**src/rtl/enigma_display_sequencer_if.sv**
```systemverilog
// Character stream into the display sequencer: valid/ready handshake carrying one ASCII code.
interface enigma_display_sequencer_if;
    logic [7:0] in_ascii;
    logic       in_valid;
    logic       in_ready;

    modport master (output in_ascii, output in_valid, input  in_ready);
    modport slave  (input  in_ascii, input  in_valid, output in_ready);
endinterface

```
**src/rtl/enigma_display_sequencer.sv**
```systemverilog
// Buffers incoming characters in a small FIFO and scrolls them onto a seven-segment digit
// bank from the right, one step per dwell period.
module enigma_display_sequencer #(
    parameter int unsigned NUM_DIGITS   = 8,
    parameter int unsigned FIFO_DEPTH   = 4,
    parameter int unsigned DWELL_CYCLES = 25000000
) (
    input  logic                                  clock,
    input  logic                                  reset,
    enigma_display_sequencer_if.slave             in_if,
    input  logic                                  clear,
    output logic [NUM_DIGITS*8-1:0]               digits_ascii,
    output logic                                  update,
    output logic                                  busy,
    output logic [$clog2(FIFO_DEPTH+1)-1:0]       fifo_count
);
    localparam int unsigned DIG_W   = NUM_DIGITS * 8;
    localparam int unsigned PTR_W   = $clog2(FIFO_DEPTH);
    localparam int unsigned CNT_W   = $clog2(FIFO_DEPTH + 1);
    localparam int unsigned DWELL_W = $clog2(DWELL_CYCLES);

    localparam logic [7:0]  BLANK   = 8'h20;
    localparam logic [0:0]  ST_IDLE = 1'b0;
    localparam logic [0:0]  ST_HOLD = 1'b1;

    logic [0:0]         state_q,  state_d;
    logic [DWELL_W-1:0] dwell_q,  dwell_d;
    logic [PTR_W-1:0]   wr_ptr_q, wr_ptr_d;
    logic [PTR_W-1:0]   rd_ptr_q, rd_ptr_d;
    logic [CNT_W-1:0]   count_q,  count_d;
    logic [DIG_W-1:0]   digits_q, digits_d;
    logic               update_q, update_d;
    logic               busy_q,   busy_d;
    logic [7:0]         mem_q [FIFO_DEPTH];
    logic [7:0]         mem_d [FIFO_DEPTH];

    logic               full_c;
    logic               in_ready_c;
    logic               push_c;
    logic               pop_c;
    logic               is_lower_c;
    logic [7:0]         in_char_c;

    // Ready depends only on stored occupancy and clear, never on in_valid.
    assign full_c       = (count_q == CNT_W'(FIFO_DEPTH));
    assign in_ready_c   = !full_c && !clear;
    assign in_if.in_ready = in_ready_c;
    assign push_c       = in_if.in_valid && in_ready_c;

    assign is_lower_c   = (in_if.in_ascii >= 8'h61) && (in_if.in_ascii <= 8'h7A);
    assign in_char_c    = is_lower_c ? (in_if.in_ascii - 8'h20) : in_if.in_ascii;

    // Next-state, FIFO and digit-shift logic; clear overrides everything.
    always_comb begin
        state_d  = state_q;
        dwell_d  = dwell_q;
        wr_ptr_d = wr_ptr_q;
        rd_ptr_d = rd_ptr_q;
        count_d  = count_q;
        digits_d = digits_q;
        mem_d    = mem_q;
        update_d = 1'b0;
        pop_c    = 1'b0;

        if (clear) begin
            state_d  = ST_IDLE;
            dwell_d  = '0;
            wr_ptr_d = '0;
            rd_ptr_d = '0;
            count_d  = '0;
            digits_d = {NUM_DIGITS{BLANK}};
            update_d = 1'b1;
        end else begin
            case (state_q)
                ST_IDLE: begin
                    if (count_q != '0) begin
                        pop_c = 1'b1;
                        for (int k = NUM_DIGITS - 1; k >= 1; k--) begin
                            digits_d[k*8 +: 8] = digits_q[(k-1)*8 +: 8];
                        end
                        digits_d[7:0] = mem_q[rd_ptr_q];
                        rd_ptr_d      = rd_ptr_q + PTR_W'(1);
                        // Pop-to-pop spacing is DWELL_CYCLES: load cycle, countdown, IDLE cycle.
                        dwell_d       = DWELL_W'(DWELL_CYCLES - 2);
                        state_d       = ST_HOLD;
                        update_d      = 1'b1;
                    end
                end
                ST_HOLD: begin
                    if (dwell_q == '0) begin
                        state_d = ST_IDLE;
                    end else begin
                        dwell_d = dwell_q - DWELL_W'(1);
                    end
                end
                default: state_d = ST_IDLE;
            endcase

            if (push_c) begin
                mem_d[wr_ptr_q] = in_char_c;
                wr_ptr_d        = wr_ptr_q + PTR_W'(1);
            end

            case ({push_c, pop_c})
                2'b10:   count_d = count_q + CNT_W'(1);
                2'b01:   count_d = count_q - CNT_W'(1);
                default: count_d = count_q;
            endcase
        end

        busy_d = (count_d != '0) || (state_d == ST_HOLD);
    end

    always_ff @(posedge clock or posedge reset) begin
        if (reset) begin
            state_q  <= ST_IDLE;
            dwell_q  <= '0;
            wr_ptr_q <= '0;
            rd_ptr_q <= '0;
            count_q  <= '0;
            digits_q <= {NUM_DIGITS{BLANK}};
            update_q <= 1'b0;
            busy_q   <= 1'b0;
        end else begin
            state_q  <= state_d;
            dwell_q  <= dwell_d;
            wr_ptr_q <= wr_ptr_d;
            rd_ptr_q <= rd_ptr_d;
            count_q  <= count_d;
            digits_q <= digits_d;
            update_q <= update_d;
            busy_q   <= busy_d;
        end
    end

    // FIFO storage needs no reset; occupancy is tracked by the pointers and count.
    always_ff @(posedge clock) begin
        mem_q <= mem_d;
    end

    assign digits_ascii = digits_q;
    assign update       = update_q;
    assign busy         = busy_q;
    assign fifo_count   = count_q;

endmodule

```
**src/flat_wrapper.sv**
```systemverilog
// flat-port wrapper written by rule: the top's interface ports become plain ports
module enigma_display_sequencer_flat 
#(
    parameter int unsigned NUM_DIGITS   = 8,
    parameter int unsigned FIFO_DEPTH   = 4,
    parameter int unsigned DWELL_CYCLES = 25000000
)
  (clock, reset, clear, digits_ascii, update, busy, fifo_count, in_if_in_ascii, in_if_in_valid, in_if_in_ready);
  enigma_display_sequencer_if in_if_i ();
  input  logic clock;
  input  logic reset;
  input  logic clear;
  output logic [NUM_DIGITS*8-1:0] digits_ascii;
  output logic update;
  output logic busy;
  output logic [$clog2(FIFO_DEPTH+1)-1:0] fifo_count;
  input wire logic [$bits(in_if_i.in_ascii)-1:0] in_if_in_ascii;
  input wire logic [$bits(in_if_i.in_valid)-1:0] in_if_in_valid;
  output wire logic [$bits(in_if_i.in_ready)-1:0] in_if_in_ready;
  assign in_if_i.in_ascii = in_if_in_ascii;
  assign in_if_i.in_valid = in_if_in_valid;
  assign in_if_in_ready = in_if_i.in_ready;
  enigma_display_sequencer #(.NUM_DIGITS(NUM_DIGITS), .FIFO_DEPTH(FIFO_DEPTH), .DWELL_CYCLES(DWELL_CYCLES)) u_core (.clock(clock), .reset(reset), .in_if(in_if_i), .clear(clear), .digits_ascii(digits_ascii), .update(update), .busy(busy), .fifo_count(fifo_count));
endmodule
```
**config.mk**
```make
export PLATFORM = sky130hd
export DESIGN_NAME = enigma_display_sequencer_flat
export DESIGN_NICKNAME = d
export VERILOG_FILES = /design/src/rtl/enigma_display_sequencer_if.sv /design/src/rtl/enigma_display_sequencer.sv /design/src/flat_wrapper.sv
export SDC_FILE = /design/constraint.sdc
export NUM_CORES = 1
export LEC_CHECK = 0
export CORE_MARGIN = 2
export CORE_UTILIZATION = 59
export CTS_CLUSTER_SIZE = 20
export DETAILED_ROUTE_END_ITERATION = 7
export HOLD_SLACK_MARGIN = 0.1
export MAX_ROUTING_LAYER = met4
export PLACE_DENSITY = 0.85
export SLEW_MARGIN = 20
export SYNTH_ARGS = -nofsm -noshare
export SYNTH_HDL_FRONTEND = slang
export SYNTH_SLANG_ARGS = --single-unit
```
**constraint.sdc**
```tcl
create_clock -name clock -period 6.2 [get_ports clock]
set_input_delay 1.24 -clock clock [delete_from_list [all_inputs] [get_ports clock]]
set_output_delay 1.24 -clock clock [all_outputs]
set_load 0.01 [all_outputs]
```
==> key figures, run 1 <==
Layout
  • Non-filler cells, final: 768
  • Final layout net count: 643
  • Layout cell share with drive strength beyond 1: 9.61%
  • Ant. Diodes: 0
  • Fillers: 655
  • Core Util, Final: 74.9%
  • Area growth, synth to finish: 25.1%

Setup path
  • CP Class: in -> out
  • Worst EP arrival: 2.31 ns
  • Delay of the slowest critical-path stage: 0.63 ns
  • CP required: 4.96 ns
  • Top delay family on crit path: buffers and inverters
  • Critical Path, Cell by Cell: buf_2 -> a21oi_1 -> clkdlybuf4s50_1
  • Worst-path fanout max: 6
  • Crit. End Element: primary output
  • R2r worst-path depth: 9
  • CP bufs+invs: 2
  • Crit path max-delay cell type: clkdlybuf4s50_1
  • RR Startpoint: u_core.state_q$_DFF_PP0_
  • Number of cells on the critical path: 3
  • Startpoint Class: input port
  • Crit. Startpoint: clear

STA
  • Final hold viol count: 0
  • # setup viols final: 0
  • Setup TNS Final: 0 ns
  • Maximum clock frequency: 0.282 GHz
  • Fin crit share: 57.2%
  • Worst Tran Pin Value: 0.968 ns
  • Setup Skew: 0.00410 ns
  • Max Slew Vio Count: 0
  • Max-slew headroom: 35.5%
  • RSZ-0062 raised after global routing: no
  • Worst hold slack: 0.512 ns
  • Min Tclk post-route: 3.55 ns

Route
  • DR pass1 iterations: 5
  • Detailed-route via count: 4,419
  • Antenna viol nets, final: 0
  • Avg WL per Cell: 16.7 um
  • Initial DRC Count: 346
  • # DRC: 0
  • WL final: 12,800 um
  • Via/cell ratio: 5.75

Clocking
  • Post_cts resized: 0
  • TritonCTS clock tree: done
  • CTS clk-pin slew, worst paths: 0.06 ns
  • CTS root buffer: clkbuf_8
  • Number of buffers created by CTS: 17
  • H-Tree Level Count: 4
  • Setup bufs post-CTS: 0
  • CTS max path bufs: 2
  • Clock sink count: 131
  • Worst-Skew Late Latency: 0.52 ns
  • Hold_buf cts: 0

Global route
  • GRT Total Usage: 26.1%
  • Initial antenna violation count: 0
  • Grt ovf: 0
  • Vias in the first global route: 4,197
  • Largest net degree at the start of global routing: 93
  • First-pass GRT wire length: 20,300 um

Hold path
  • Worst hold path type: reg -> reg
  • Worst Hold Depth: 2
  • Critical hold path startpoint: u_core.digits_ascii[21]$_DFFE_PP1P_

Die
  • Starting Density: 59.9%
  • Die outline width: 103 um
  • Num rows: 36
  • Boundary Pins: 82
  • Die H: 103 um
  • Core Box Area: 9640 um^2
  • Die footprint: 10,600 um^2

Run
  • Max Cap Violations: 0

Place
  • Post-DP HPWL: 8230 um
  • Placed instance count: 736
  • Gpl congestion: 0.871
  • # port buffers: 81

Logic synthesis
  • Synth top area cells: dfrtp_1, edfxtp_1, nand2_1
  • Yosys warns: 0
  • Register area share after synthesis: 59.7%
  • Post-synthesis cell count: 551
  • Number of synthesized register bits: 131
  • Synth top area share: 39.4%
  • Largest area contributor in the netlist: dfrtp_1
  • Yosys cell types: 47
  • Syn_nets: 572
  • Synthesized area per cell: 10.5 um^2
  • Commonest cells in the synthesized netlist: nand2_1, dfrtp_1, a21oi_1
  • Post-synth EDFFs: 32
  • Most numerous cell in the Yosys netlist: nand2_1
  • Synthesized area: 5770 um^2
  • Main flop type after synthesis: dfrtp_1
  • Synth async-reset ratio: 75.6%

Outcome
  • Outcome: complete, no violations

Power and ir drop
  • Pwr dens: 450 nW/um^2
  • VDD IR-drop max: 0.000521 V
  • LEAKAGE: 2.85 nW
logic make-up (layout without fill, tap and decap cells):
family | Yosys count | count (layout) | share of synthesized area [%]
AOI/OAI and AO/OA | 98 | 98 | 9.88
xor gates and xnor gates | 17 | 17 | 2.58
adders and majority gates | 9 | 9 | 2.08
buffers and inverters | 43 | 127 | 2.82
DFF | 131 | 131 | 59.7
muxes | 11 | 11 | 3.64
and+or+nand+nor | 242 | 242 | 19.3
stage by stage:
stage	cell area, um^2	setup WS (ns)	total power [mW]
floorplan	5770	2.38	1.96
global placement	6650	2.61	2.22
detailed placement	6650	2.45	2.27
CTS	7220	2.66	3.24
global route	7220	2.56	3.42
finish	7220	2.65	3.25
power by group:
part	leakage, nW	internal [mW]	switching, mW
Sequential	1.61	1.03	0.175
Combinational	0.965	0.428	0.657
Clock	0.268	0.577	0.382
Total	2.85	2.04	1.21
flip-flops by register name (all words and copies together), names as in the netlist, 2 cells and up:
name                 count
u_core.dwell_q          25
u_core.rd_ptr_q          2
u_core.digits_ascii     64
u_core.mem_q            32
u_core.fifo_count        3
u_core.wr_ptr_q          2
worst paths after layout:
check                                                      end  slack, ns
max                                             in_if_in_ready       2.65
min                        u_core.digits_ascii[21]$_DFFE_PP1P_       0.51
max reg2reg                              u_core.busy$_DFF_PP0_       2.68
min reg2reg                u_core.digits_ascii[21]$_DFFE_PP1P_       0.51
max in group asynchronous       u_core.dwell_q[19]$_DFFE_PP0P_       3.98
min in group asynchronous  u_core.digits_ascii[63]$_DFFE_PP0P_       1.12
area by class of cell:
type	count	area, um^2	share of cell area [%]
tap	133	166	2.30
clock inverter	14	154	2.13
inverter	10	40.0	0.554
sequential	131	3450	47.7
clock buffer	18	418	5.78
timing repair buffer	85	836	11.6
multi-input combinational	377	2160	29.9
worst reg2reg max path, delay by kind of cell, from the launching register on:
kind | cells | cell delay, ns
buffers and inverters | 2 | 0.59
adders and majority gates | 2 | 0.63
DFF | 1 | 0.98
AOI/OAI and AO/OA | 2 | 0.30
xor gates and xnor gates | 1 | 0.16
and+or+nand+nor | 2 | 0.74
layer usage:
metal / GRT usage [%] / routed length, um
met1: 34.2 / 5390
met2: 40.1 / 6450
met3: 6.44 / 737
met4: 9.51 / 244
met5: - / 0
cell usage in the layout, fill, tap and decap left out, drive strengths merged, types with 5 or more instances in the layout:
cell type        n
a211oi          11
a21oi           64
buf              5
clkbuf          18
clkdlybuf4s50   80
dfrtp           91
dfstp            8
edfxtp          32
ha               8
inv             14
mux4             8
nand2          141
nand3b           9
nand4            7
nor2            35
nor3             7
nor4             8
o21ai            9
or3              8
or4              6
xnor2           11
xor2             6
Note: power is estimated with default switching activity, not from simulation.
==> run 2: changes to the inputs <==
--- a/config.mk
+++ b/config.mk
@@ -6,12 +6,12 @@
 export NUM_CORES = 1
 export LEC_CHECK = 0
 export CORE_MARGIN = 2
-export CORE_UTILIZATION = 59
+export CORE_UTILIZATION = 49
 export CTS_CLUSTER_SIZE = 20
 export DETAILED_ROUTE_END_ITERATION = 7
 export HOLD_SLACK_MARGIN = 0.1
 export MAX_ROUTING_LAYER = met4
-export PLACE_DENSITY = 0.85
+export PLACE_DENSITY = 0.76
 export SLEW_MARGIN = 20
 export SYNTH_ARGS = -nofsm -noshare
 export SYNTH_HDL_FRONTEND = slang
==> constraint.sdc (replaced) <==
create_clock -name clock -period 3.1 [get_ports clock]
set_input_delay 0.62 -clock clock [delete_from_list [all_inputs] [get_ports clock]]
set_output_delay 0.62 -clock clock [all_outputs]
set_load 0.01 [all_outputs]
==> run 2 against run 1 <==
  * Critical endpoint is now u_core.busy$_DFF_PP0_
  * Sequential cell count unchanged
  * Highest routed layer unchanged
  * Hold slack worse by 0.016 ns
  * Sequential share of layout area down 0.72 points
  * Largest cell class unchanged
==> key figures, run 2 (synthesized netlist as in run 1, its figures left out) <==
Outcome
  • Outcome: complete, no violations

Die
  • Core Box Area: 11,500 um^2 (+19%)
  • Die footprint: 12,700 um^2 (+20%)
  • Starting Density: 50.3% (-9.5 points)
  • Die H: 113 um (+9.4%)
  • Die outline width: 113 um (+9.4%)
  • Num rows: 39 (+8.3%)
  • Boundary Pins: 82 (unchanged)

Clocking
  • TritonCTS clock tree: done
  • Number of buffers created by CTS: 17 (unchanged)
  • CTS max path bufs: 2 (unchanged)
  • Post_cts resized: 0 (unchanged)
  • H-Tree Level Count: 4 (unchanged)
  • Hold_buf cts: 0 (unchanged)
  • Clock sink count: 131 (unchanged)
  • CTS root buffer: clkbuf_16
  • Setup bufs post-CTS: 0 (unchanged)
  • Worst-Skew Late Latency: 0.41 ns (-0.11 ns)
  • CTS clk-pin slew, worst paths: 0.06 ns (about the same)

Setup path
  • Startpoint Class: flop
  • CP Class: reg -> reg
  • CP required: 3.37 ns (-1.59 ns)
  • Worst-path fanout max: 5 (-1)
  • Worst EP arrival: 3.03 ns (+0.72 ns)
  • Crit. End Element: flop

Layout
  • Commonest non-fill, non-tap cell in the layout: nand2_1
  • Ant. Diodes: 0 (unchanged)
  • Non-filler cells, final: 781 (+1.7%)
  • Largest register FFs: 64 (unchanged)
  • Area growth, synth to finish: 27.0%
  • Layout cell share with drive strength beyond 1: 10.2% (+0.58 points)
  • Commonest non-fill, non-tap cells in the layout: nand2_1, dfrtp_1, clkdlybuf4s50_1
  • Area of the multi-input gates: 2160 um^2 (unchanged)
  • Final layout net count: 647 (+0.62%)
  • Fillers: 878 (+34%)
  • Storage element area: 3450 um^2 (unchanged)

Place
  • Placed instance count: 750 (+1.9%)
  • Post-DP HPWL: 7810 um (-5.1%)
  • # port buffers: 81 (unchanged)
  • Gpl congestion: 0.884 (+1.5%)

Route
  • DR pass1 iterations: 5 (unchanged)
  • WL final: 12,600 um (-1.9%)
  • Antenna viol nets, final: 0 (unchanged)
  • Avg WL per Cell: 16.1 um (-3.6%)
  • Detailed-route via count: 4,301 (-2.7%)
  • Initial DRC Count: 468 (+35%)
  • # DRC: 0 (unchanged)
  • Via/cell ratio: 5.51 (-4.3%)

Power and ir drop
  • Pwr dens: 914 nW/um^2 (+100%)
  • LEAKAGE: 2.90 nW (+2.0%)
  • VDD IR-drop max: 0.000749 V (+44%)

STA
  • # setup viols final: 0 (unchanged)
  • Fin crit share: 89.0%
  • Max Slew Vio Count: 0 (unchanged)
  • Setup TNS Final: 0 ns (unchanged)
  • RSZ-0062 raised after global routing: no
  • Setup Skew: 0.0133 ns (+0.00915 ns)
  • Max-slew headroom: 38.2% (+2.7 points)
  • Maximum clock frequency: 0.362 GHz
  • Final hold viol count: 0 (unchanged)
  • Worst Tran Pin Value: 0.927 ns (-0.0401 ns)
  • Min Tclk post-route: 2.76 ns

Global route
  • Vias in the first global route: 4,169 (-0.67%)
  • First-pass GRT wire length: 21,200 um (+4.2%)
  • Initial antenna violation count: 0 (unchanged)
  • Grt ovf: 0 (unchanged)
  • GRT Total Usage: 21.6% (-4.6 points)
  • Largest net degree at the start of global routing: 100 (+7.5%)

Hold path
  • Worst hold path type: reg -> reg

Run
  • Max Cap Violations: 0 (unchanged)
==> run 2: where the power goes <==
group	internal (mW)	switching, mW
clock network	1.36	0.744
logic	0.890	1.37
registers	2.06	0.283
total	4.31	2.39
==> run 2: layout make-up <==
cell class,instances,share of cell area [%]
repair buffers,89,12.0
multi-input cells,377,29.5
clock inverters,10,1.96
clock buffers,21,6.57
well taps,143,2.44
inverters,10,0.563
flip-flops and latches,131,47.0
==> run 2: per-layer routing <==
metal | vias up | routed length, um | track usage, %
li1 | 2065 | - | -
met1 | 2101 | 5660 | 29.4
met2 | 121 | 6150 | 32.9
met3 | 14 | 599 | 4.70
met4 | 0 | 158 | 6.26
met5 | - | 0 | -
==> run 2: path summary, 6_finish.rpt <==
kind,startpoint,endpoint,slack (ns),cells after the start
setup / recovery,u_core.fifo_count[0]$_DFF_PP0_,u_core.busy$_DFF_PP0_,0.34,10
hold / removal,u_core.digits_ascii[13]$_DFFE_PP1P_,u_core.digits_ascii[13]$_DFFE_PP1P_,0.50,2
setup reg to reg,u_core.fifo_count[0]$_DFF_PP0_,u_core.busy$_DFF_PP0_,0.34,10
hold reg to reg,u_core.digits_ascii[13]$_DFFE_PP1P_,u_core.digits_ascii[13]$_DFFE_PP1P_,0.50,2
max in group asynchronous,reset,u_core.digits_ascii[61]$_DFFE_PP1P_,2.00,3
min in group asynchronous,reset,u_core.dwell_q[11]$_DFFE_PP0P_,0.72,3
==> run 2: metrics by stage <==
step / hold WS, ns / power, mW / setup slack, ns / util (%) / cell area, um^2
finish: 0.496 / 6.70 / 0.341 / 64.0 / 7330
floorplan: 0.491 / 3.92 / 0.126 / - / 5780
detailed placement: 0.488 / 4.61 / 0.0565 / 58.5 / 6710
global placement: 0.479 / 4.54 / 0.119 / 58.5 / 6710
CTS: 0.498 / 6.74 / 0.363 / 64.0 / 7330
global route: 0.519 / 7.12 / 0.124 / 64.0 / 7330
==> run 2: critical path, cell delays in order (launching register included) <==
cell and delay, ns:
dfrtp_1 0.46, nor2_1 0.08, a21oi_1 0.20, and2_1 0.21
inv_1 0.08, ha_1 0.24, fa_1 0.38, xnor2_1 0.15
o21ai_0 0.19, a21oi_1 0.13, or4_1 0.52
